## src/rtl/down_counter_10bit.sv

```systemverilog
// Loadable countdown timer with one-shot and periodic (auto-reload) modes.
// A load starts the count from load_val; each enabled cycle in RUN decrements
// it, and reaching the end of the count produces a one-cycle expire pulse.
//
// state | meaning
// ------+----------------------------------------------------------
// IDLE  | not counting; count_out holds its last value
// RUN   | counting down on enabled cycles; busy=1
// DONE  | one-shot count completed; count_out=0; otherwise like IDLE
`timescale 1ns/1ps

module down_counter_10bit #(
    parameter int NUM_CNT_BITS = 10
) (
    input  logic                    clk,
    input  logic                    rst,
    input  logic                    clear,
    input  logic                    load,
    input  logic [NUM_CNT_BITS-1:0] load_val,
    input  logic                    auto_reload,
    input  logic                    count_enable,
    output logic [NUM_CNT_BITS-1:0] count_out,
    output logic                    expire_flag,
    output logic                    busy
);

    typedef enum logic [1:0] {
        IDLE = 2'd0,
        RUN  = 2'd1,
        DONE = 2'd2
    } state_t;

    localparam logic [NUM_CNT_BITS-1:0] CNT_ZERO = '0;
    localparam logic [NUM_CNT_BITS-1:0] CNT_ONE  = {{(NUM_CNT_BITS-1){1'b0}}, 1'b1};

    state_t                  state_q,  state_d;
    logic [NUM_CNT_BITS-1:0] count_q,  count_d;
    logic [NUM_CNT_BITS-1:0] reload_q, reload_d;
    logic                    mode_q,   mode_d;
    logic                    expire_q, expire_d;

    // State, count, reload value, mode and expire pulse registers.
    always_ff @(posedge clk or posedge rst) begin
        if (rst) begin
            state_q  <= IDLE;
            count_q  <= CNT_ZERO;
            reload_q <= CNT_ZERO;
            mode_q   <= 1'b0;
            expire_q <= 1'b0;
        end else begin
            state_q  <= state_d;
            count_q  <= count_d;
            reload_q <= reload_d;
            mode_q   <= mode_d;
            expire_q <= expire_d;
        end
    end

    // Next-state logic; priority is clear, then load, then an enabled decrement.
    always_comb begin
        state_d  = state_q;
        count_d  = count_q;
        reload_d = reload_q;
        mode_d   = mode_q;
        expire_d = 1'b0;

        if (clear) begin
            // reload value and mode survive a clear on purpose
            state_d = IDLE;
            count_d = CNT_ZERO;
        end else if (load) begin
            reload_d = load_val;
            mode_d   = auto_reload;
            count_d  = load_val;
            // a zero load has nothing to count, so it never enters RUN
            state_d  = (load_val != CNT_ZERO) ? RUN : IDLE;
        end else if ((state_q == RUN) && count_enable) begin
            if (count_q > CNT_ONE) begin
                count_d = count_q - CNT_ONE;
            end else if (count_q == CNT_ONE) begin
                expire_d = 1'b1;
                if (mode_q) begin
                    count_d = reload_q;
                end else begin
                    count_d = CNT_ZERO;
                    state_d = DONE;
                end
            end else begin
                // zero in RUN is unreachable; park safely instead of wrapping
                state_d = IDLE;
            end
        end
    end

    assign count_out   = count_q;
    assign expire_flag = expire_q;
    assign busy        = (state_q == RUN);

endmodule
```

## config.mk

```make
export PLATFORM = sky130hd
export DESIGN_NAME = down_counter_10bit
export DESIGN_NICKNAME = d
export VERILOG_FILES = /design/src/rtl/down_counter_10bit.sv
export SDC_FILE = /design/constraint.sdc
export NUM_CORES = 1
export LEC_CHECK = 0
export BUFFER_PORTS_ARGS = -buffer_cell sky130_fd_sc_hd__buf_2
export CORE_UTILIZATION = 45
export CTS_BUF_LIST = sky130_fd_sc_hd__clkbuf_16
export DETAILED_ROUTE_END_ITERATION = 7
export PLACE_DENSITY = 0.78
export SETUP_SLACK_MARGIN = 0.3
export SKIP_CTS_REPAIR_TIMING = 1
export SLEW_MARGIN = 20
export SYNTH_ARGS = -nofsm -noshare
export SYNTH_HDL_FRONTEND = slang
export SYNTH_SLANG_ARGS = --single-unit
```

## constraint.sdc

```tcl
create_clock -name clk -period 2.4 [get_ports clk]
set_input_delay 0.48 -clock clk [delete_from_list [all_inputs] [get_ports clk]]
set_output_delay 0.48 -clock clk [all_outputs]
set_load 0.01 [all_outputs]
```

==> results of run 1 <==
[metrics by stage]
stage	total power, mW	setup WS (ns)	instance area [um^2]	hold slack (ns)
detailed placement	0.855	0.290	1610	0.462
CTS	1.21	0.282	1680	0.265
global route	1.28	0.286	1700	0.280
global placement	0.851	0.385	1610	0.461
floorplan	0.757	0.494	1430	0.445
finish	1.21	0.393	1700	0.246
[state kept, by name, summed over array words and instances, names as in the netlist]
name / count
count_out: 10
reload_q: 10
mode_q: 1
state_q: 2
expire_flag: 1
[worst register-to-register path, cell delays in order, from the launching register on]
cell,delay (ns)
dfrtp_1,0.46
inv_1,0.09
ha_1,0.27
o2111ai_1,0.48
a21oi_1,0.12
a311o_1,0.35
a31oi_1,0.17
[final timing paths]
path	from	endpoint	slack, ns	cells past startpoint
worst max-delay path	count_out[0]	count_out[9]	0.39	6
max in group asynchronous	rst	count_out[9]	1.92	3
min in group clk	auto_reload	mode_q	0.41	3
worst min-delay path	rst	mode_q	0.25	3
worst min register to register	reload_q[8]	reload_q[8]	0.48	2
worst max register to register	count_out[0]	count_out[9]	0.39	6
[cells in the final DEF, fill, tap and decap left out, types with 2 or more instances in the layout]
| cell | count |
|---|---|
| buf_2 | 27 |
| o31ai_1 | 3 |
| ha_1 | 2 |
| nor3_1 | 4 |
| nor2b_1 | 4 |
| a41oi_1 | 2 |
| nor4_1 | 3 |
| clkbuf_16 | 3 |
| nand3_1 | 4 |
| o21ai_0 | 3 |
| buf_4 | 6 |
| dfrtp_1 | 24 |
| nor2_1 | 13 |
| a31oi_1 | 8 |
| o211ai_1 | 2 |
| nand2_1 | 41 |
| inv_1 | 5 |
| a21oi_1 | 11 |
| xnor2_1 | 2 |
| a221o_1 | 2 |
[layer usage]
layer / vias to the layer above / global-route usage, %
li1: 658 / -
met1: 660 / 33.0
met2: 67 / 35.1
met3: 5 / 2.23
met4: 0 / 9.52
met5: - / 0
[cells by family (layout without fill, tap and decap cells)]
group | count (synthesis) | after routing | share of synthesized area, %
xor gates and xnor gates | 2 | 2 | 1.23
AOI/OAI and AO/OA | 46 | 46 | 22.7
adders and majority gates | 2 | 2 | 1.76
DFF | 24 | 24 | 42.1
and+or+nand+nor | 78 | 78 | 26.3
buffers and inverters | 14 | 41 | 5.09
muxes | 1 | 1 | 0.702
[final cells by class]
type                            instances  area share [%]
Sequential cell                        24            35.3
Inverter                                5            1.10
Clock buffer                            3            4.42
Timing Repair Buffer                   33            10.6
Multi-Input combinational cell        129            45.3
Tap cell                               44            3.24
[Yosys cell counts, types with 2 or more instances]
library cell and count:
o31ai_1 3, nand3_1 4, nor2b_1 4, nand2_1 41, a21oi_1 11, nor3_1 4, xnor2_1 2, clkbuf_1 3
buf_6 2, buf_2 4, nor2_1 13, o211ai_1 2, o21ai_0 3, ha_1 2, nor4_1 3, a221o_1 2
a41oi_1 2, a31oi_1 8, dfrtp_1 24, inv_1 5
[power groups by stage]
stage	registers [mW]	logic [mW]	clock network, mW
floorplan	0.515	0.241	0
global placement	0.531	0.320	0
detailed placement	0.533	0.322	0
CTS	0.525	0.325	0.360
global route	0.537	0.371	0.377
finish	0.529	0.330	0.354
==> metrics, run 1 <==
GRT Resource Usage Total 22.8%; f_max 498 MHz; Die H 58.3 um; synth warn 0; crit-path cells inv_1 -> ha_1 -> o2111ai_1 -> a21oi_1 -> a311o_1 -> a31oi_1; Final TNS setup 0 ns; Worst Path Buf+Inv 1; Synth area leader dfrtp_1; fin util 56.1%; Die Area 3400 um^2; crit end category flop; Reg power frac 43.6%; total CTS buffers 3; Sink Count 24; Rows 20; Worst VDD drop 358 uV; Nets 214; CP Data Required Time 2.58 ns; I/O Buffers 27; FF+latch count, synth 24; Int Power 0.820 mW; M1 WL 1.61 mm; Slowest-stage cell, CP o2111ai_1; vias post-DR 1390; largest net degree at the start of global routing 25; placed insts 235; Detailed Routing Iterations Pass 1 4; RSZ-0062 raised after global routing false; hpwl dp 2.56 mm; sequential element share of the synthesized area 42.1%; WL final 3.49 mm; Via density 5.84; Area growth, synth to finish 19.2%; Max stage delay on crit path 0.48 ns; status complete, no violations; Mapped Nets 185; CP top delay family compound AO/OA/AOI/OAI gates; ranking of synthesized cells by area dfrtp_1 (42%), nand2_1 (11%), a21oi_1 (3.9%); top routing layer in use met4; Pwr Density 714 nW/um^2; Tcrit/Tclk final 83.6%; final setup vio count 0; Iteration-0 DRC Markers 74; TritonCTS clock tree built; core area 3030 um^2; WL/cell 14.7 um; sw frac 32.4%; Post-synth ARST share 100%; Max Slew Vio Count 0; Max-Cap Viols 0; Syn Area/Cell 8.53 um^2; die width 58.3 um; RePlAce Congestion 0.868; final hold viol count 0; class of the worst hold path input pin to asynchronous set/reset pin; Post-synth EDFFs 0; Clock Path Buffers 2; share of post-route cells with drive strength above 1 22.7%; most common flop cell mapped by yosys dfrtp_1; worst clock skew 0.00465 ns; startpoint types flop; Synth top area share 42.1%; worst skew pair latency 0.26 ns; Clock Power Share 29.2%; Gate power share 27.2%; H-Tree Depth 1; first-pass GRT wire length 5.93 mm; Storage cell area 601 um^2; Non-Filler Instances 238; GRT overflow 0; CP arrival 2.18 ns; Cell Area, Synth 1430 um^2; Syn Inst Count 167; n_diodes 0; Pleak 0.806 nW; antenna violations before repair 0; relative slew slack 56.6%; I/O Pins 28; CP Class flop to flop; starting density of the core 47.1%; Tmin final 2.01 ns; Clk pin slew, worst setup/hold paths 0.06 ns; detailed route wirelength on metal2 1.59 mm; Netlist cell types 45; Psw 0.393 mW; Worst Max-Slew Pin Slew 0.646 ns; DRC viols 0; footprint of the multi-input gates 769 um^2; Fillers 296; Routed Antenna Nets 0; CTS root buf clkbuf_16; DR WL met3 252 um; vias in the first global route 1284; CP Max Fanout 7
No activity file was read; power rests on OpenSTA's default activity.
==> run 2: changes to the inputs <==
- clock period: 2.4 -> 1.9 ns (I/O delays scaled with it)
==> run 2 against run 1 <==
Clock skew shrank 0.0024 ns. Wire length grew 21%. Final cell count is 8.4% higher. Register-to-register slack worse by 0.39 ns. Utilization grew 8.8 points. Via count increased by 6.5%. Critical path depth rose by 2. Combinational power is 86% higher. Power grew 44%. Design area increased by 16%. Non-clock buffer count up 19. Highest routed layer unchanged.
==> metrics, run 2 (synthesis gave the netlist of run 1 again) <==
GRT overflow 0 (unchanged); reg2reg end count_out[9]; Routed Antenna Nets 0 (unchanged); Die H 58.3 um (unchanged); Tcrit/Tclk final 99.6% (+16 points); worst skew pair latency 0.26 ns (about the same); class of the worst hold path input pin to asynchronous set/reset pin; commonest non-fill, non-tap cells in the layout nand2_1 (40), buf_2 (27), buf_4 (24); Reg power frac 38.0% (-5.6 points); r2r worst-path depth 8 (+2); sw frac 34.4% (+2.0 points); relative slew slack 66.3% (+9.8 points); total CTS buffers 3 (unchanged); antenna violations before repair 0 (unchanged); die width 58.3 um (unchanged); f_max 528 MHz (+6.0%); Max stage delay on crit path 0.45 ns (-0.03 ns); worst clock skew 0.00227 ns (-0.00238 ns); Clock Power Share 26.9% (-2.3 points); final hold viol count 0 (unchanged); Fillers 249 (-16%); Worst Max-Slew Pin Slew 0.505 ns (-0.141 ns); Psw 0.603 mW (+53%); startpoint types flop; WL/cell 16.4 um (+12%); DRC viols 0 (unchanged); critical path endpoint count_out[9]; hpwl dp 2.85 mm (+11%); share of post-route cells with drive strength above 1 39.7% (+17 points); H-Tree Depth 1 (unchanged); Gate power share 35.1% (+7.9 points); Via density 5.74 (-1.8%); Rows 20 (unchanged); CP Max Fanout 7 (unchanged); core area 3030 um^2 (unchanged); Storage cell area 607 um^2 (+1.0%); Pleak 0.909 nW (+13%); commonest non-fill, non-tap cell in the layout nand2_1; Critical Path Start count_out[0]; vias post-DR 1480 (+6.5%); largest net degree at the start of global routing 25 (unchanged); Detailed Routing Iterations Pass 1 4 (unchanged); RSZ-0062 raised after global routing true; fin util 64.9% (+8.8 points); Tmin final 1.89 ns (-0.114 ns); Worst VDD drop 511 uV (+42%); final setup vio count 0 (unchanged); crit end category flop; Max Slew Vio Count 0 (unchanged); CTS root buf clkbuf_16; status complete, no violations; Reg-to-Reg Start count_out[0]; vias in the first global route 1360 (+5.9%); footprint of the multi-input gates 877 um^2 (+14%); TritonCTS clock tree built; Final TNS setup 0 ns (unchanged); Pwr Density 891 nW/um^2 (+25%); CP Class flop to flop; Area growth, synth to finish 37.9%; Clock Path Buffers 2 (unchanged); Max-Cap Viols 0 (unchanged); starting density of the core 47.1% (unchanged); Int Power 1.15 mW (+40%); first-pass GRT wire length 6.60 mm (+11%); Clk pin slew, worst setup/hold paths 0.06 ns (about the same); n_diodes 0 (unchanged); RePlAce Congestion 0.964 (+11%); Die Area 3400 um^2 (unchanged); Iteration-0 DRC Markers 88 (+19%); Slowest-stage cell, CP dfrtp_2; WL final 4.22 mm (+21%); Nets 233 (+8.9%); GRT Resource Usage Total 25.8% (+3.0 points); FF-to-FF setup slack 0.008 ns (-0.39 ns); Sink Count 24 (unchanged); crit-path cells inv_2 -> ha_4 -> nor3b_4 -> and4b_2 -> o21ai_4 -> buf_4 -> a21oi_2 -> a31oi_1; CP Data Required Time 2.06 ns (-0.52 ns); I/O Buffers 27 (unchanged); I/O Pins 28 (unchanged); CP arrival 2.06 ns (-0.12 ns)
[run 2: final cells by class]
cell class	instances	area share (%)
Clock buffer	3	3.82
Sequential cell	24	30.9
Clock inverter	1	0.191
Multi-Input combinational cell	129	44.6
Inverter	5	1.08
Timing Repair Buffer	52	16.6
Tap cell	44	2.80
[run 2: worst min path at each step]
| stage | slack (ns) | to | cells past startpoint | startpoint |
|---|---|---|---|---|
| after floorplan | 0.39 | count_out[2] | 1 | rst |
| final | 0.16 | reload_q[6] | 3 | rst |
| after detailed placement | 0.45 | reload_q[6] | 3 | rst |
| after global routing | 0.21 | reload_q[6] | 3 | rst |
| after CTS | 0.17 | state_q[0] | 3 | rst |
| after global placement | 0.43 | mode_q | 3 | rst |
[run 2: power by group through the flow]
stage | clock network [mW] | logic (mW) | registers (mW)
2_1_floorplan | 0 | 0.331 | 0.657
3_3_place_gp | 0 | 0.500 | 0.655
5_1_grt | 0.492 | 0.663 | 0.673
4_1_cts | 0.470 | 0.518 | 0.652
3_5_place_dp | 0 | 0.509 | 0.661
6_report | 0.471 | 0.614 | 0.666
[run 2: stage by stage]
step                      setup slack (ns)  std cells  hold WS [ns]  area, um^2  total power [mW]
after floorplan                      0.231        167         0.394        1480             0.987
after global routing               -0.0266        258         0.206        1970              1.83
after global placement               0.132        246         0.433        1730              1.15
after detailed placement            0.0874        246         0.449        1730              1.17
final                              0.00761        258         0.158        1970              1.75
after CTS                           0.0391        250         0.171        1810              1.64
[run 2: worst max-delay path: cells and delay by family (launching register included)]
kind            cells  cell delay, ns
simple gates        2            0.42
buf+inv             2            0.24
fa+ha+maj           1            0.18
flops               1            0.45
compound gates      3            0.49
[run 2: routing by layer]
metal,share of wire [%],GRT usage [%],wire length [um]
met2,46,40.6,1940
met5,0,0,0
met1,46,35.9,1940
met3,6.5,4.02,276
met4,1.7,10.2,70
==> run 3: changes to the inputs <==
- GPL_TIMING_DRIVEN: not set -> 0
==> run 3 against run 2 <==
Utilization rose by 0.25 points. Sequential power fell by 1%. Fmax rose by 1.6%. Via count rose by 3.0%. Critical path depth did not move.
==> metrics, run 3 (synthesis gave the netlist of run 1 again) <==
Clock Power Share 26.6% (-0.3 points); TritonCTS clock tree built; Max-Cap Viols 0 (unchanged); f_max 537 MHz (+1.6%); Worst VDD drop 449 uV (-12%); H-Tree Depth 1 (unchanged); Pwr Density 891 nW/um^2 (about the same); core area 3030 um^2 (unchanged); Worst Max-Slew Pin Slew 0.885 ns (+0.381 ns); CP Data Required Time 2.04 ns (-0.02 ns); Pleak 0.907 nW (-0.31%); Tcrit/Tclk final 98.0% (-1.6 points); worst clock skew 0.00207 ns (-0.000200 ns); vias post-DR 1525 (+3.0%); startpoint types flop; placed cell areas 1660 um^2 (-3.8%); Nets 233 (unchanged); Rows 20 (unchanged); Via density 5.91 (+3.0%); WL/cell 16.3 um (-0.69%); CTS root buf clkbuf_16; RePlAce Congestion 0.925 (-4.0%); worst skew pair latency 0.26 ns (about the same); first-pass GRT wire length 5.95 mm (-9.8%); Detailed Routing Iterations Pass 1 5 (+1); CP Class flop to flop; Reg-to-Reg Start count_out[0]; DRC viols 0 (unchanged); CP Max Fanout 6 (-1); share of post-route cells with drive strength above 1 37.9% (-1.9 points); Critical Path Start count_out[0]; Gate power share 36.0% (+0.9 points); placed insts 237 (-3.7%); I/O Pins 28 (unchanged); Die Area 3400 um^2 (unchanged); WL final 4.19 mm (-0.69%); commonest non-fill, non-tap cells in the layout nand2_1 (40), buf_2 (29), dfrtp_1 (19); total CTS buffers 3 (unchanged); Reg power frac 37.5% (-0.5 points); final setup vio count 0 (unchanged); Area growth, synth to finish 38.5%; Clock Path Buffers 2 (unchanged); n_diodes 0 (unchanged); largest net degree at the start of global routing 25 (unchanged); Max Slew Vio Count 0 (unchanged); die width 58.3 um (unchanged); total chip power 1.76 mW (+0.42%); I/O Buffers 26 (-3.7%); Sink Count 24 (unchanged); Psw 0.595 mW (-1.3%); vias in the first global route 1265 (-7.0%); status complete, no violations; final hold viol count 0 (unchanged); class of the worst hold path input pin to asynchronous set/reset pin; relative slew slack 40.9% (-25 points); Final TNS setup 0 ns (unchanged); sw frac 33.8% (-0.58 points); Iteration-0 DRC Markers 111 (+26%); Non-Filler Instances 258 (unchanged); Clk pin slew, worst setup/hold paths 0.06 ns (about the same); crit end category flop; starting density of the core 47.1% (unchanged); fin util 65.2% (+0.25 points); Routed Antenna Nets 0 (unchanged); GRT Resource Usage Total 23.4% (-2.5 points); Die H 58.3 um (unchanged); Tmin final 1.86 ns (-0.0304 ns); Int Power 1.16 mW (+1.3%); RSZ-0062 raised after global routing true; commonest non-fill, non-tap cell in the layout nand2_1; antenna violations before repair 0 (unchanged); GRT overflow 0 (unchanged); hpwl dp 2.64 mm (-7.2%); CP arrival 2.01 ns (-0.05 ns); final cell area excluding filler cells 1970 um^2 (+0.38%)
## run 3: cell types whose count changed in the layout (fill, tap and decap cells not counted), moves of 2 or more
| cell | previous run | this run |
|---|---|---|
| buf_4 | 24 | 15 |
| buf_6 | 1 | 4 |
| clkbuf_1 | 0 | 3 |
| nor2_4 | 0 | 3 |
| a21oi_1 | 8 | 10 |
| buf_2 | 27 | 29 |
| nor2_2 | 3 | 1 |
## run 3: cell type report
cell class	instances	area, um^2
plain buffers	9	66.3
clock buffers	3	75.1
clock inverters	1	3.75
fillers	217	1050
inverters	5	18.8
multi-input cells	129	880
flip-flops and latches	24	607
well taps	44	55.1
repair buffers	43	268
## run 3: critical path: stages, from the launching register on
cell,delay [ns]
dfrtp_2,0.46
buf_12,0.15
ha_4,0.17
nor4b_4,0.14
and2b_1,0.21
buf_4,0.14
o21ai_0,0.20
a21oi_1,0.13
a2bb2oi_2,0.15
## run 3: final timing paths
path / end / slack, ns / depth (start not counted)
worst min-delay path: reload_q[5] / 0.30 / 2
max in group asynchronous: count_out[1] / 1.00 / 2
min in group clk: mode_q / 0.31 / 3
worst min register to register: reload_q[5] / 0.48 / 2
worst max register to register: count_out[8] / 0.04 / 8
worst max-delay path: count_out[8] / 0.04 / 8
## run 3: power by group through the flow
stage                     clock network (mW)  registers, mW  logic (mW)
after floorplan                            0          0.657       0.331
after global placement                     0          0.653       0.453
after detailed placement                   0          0.656       0.464
after CTS                              0.471          0.648       0.470
after global routing                   0.491          0.667       0.686
final                                  0.467          0.659       0.632
## run 3: stage by stage
step	setup slack [ns]	hold WS [ns]
after CTS	-0.0134	0.314
final	0.0380	0.302
after floorplan	0.231	0.394
after detailed placement	0.00510	0.470
after global routing	-0.0259	0.324
after global placement	0.0382	0.460
## run 3: routing by layer
metal,GRT usage (%),vias up,share of wire (%)
met5,0,-,0
met2,37.3,81,48
met3,3.57,15,6.9
met4,7.82,0,2.3
li1,-,701,-
met1,32.6,728,43
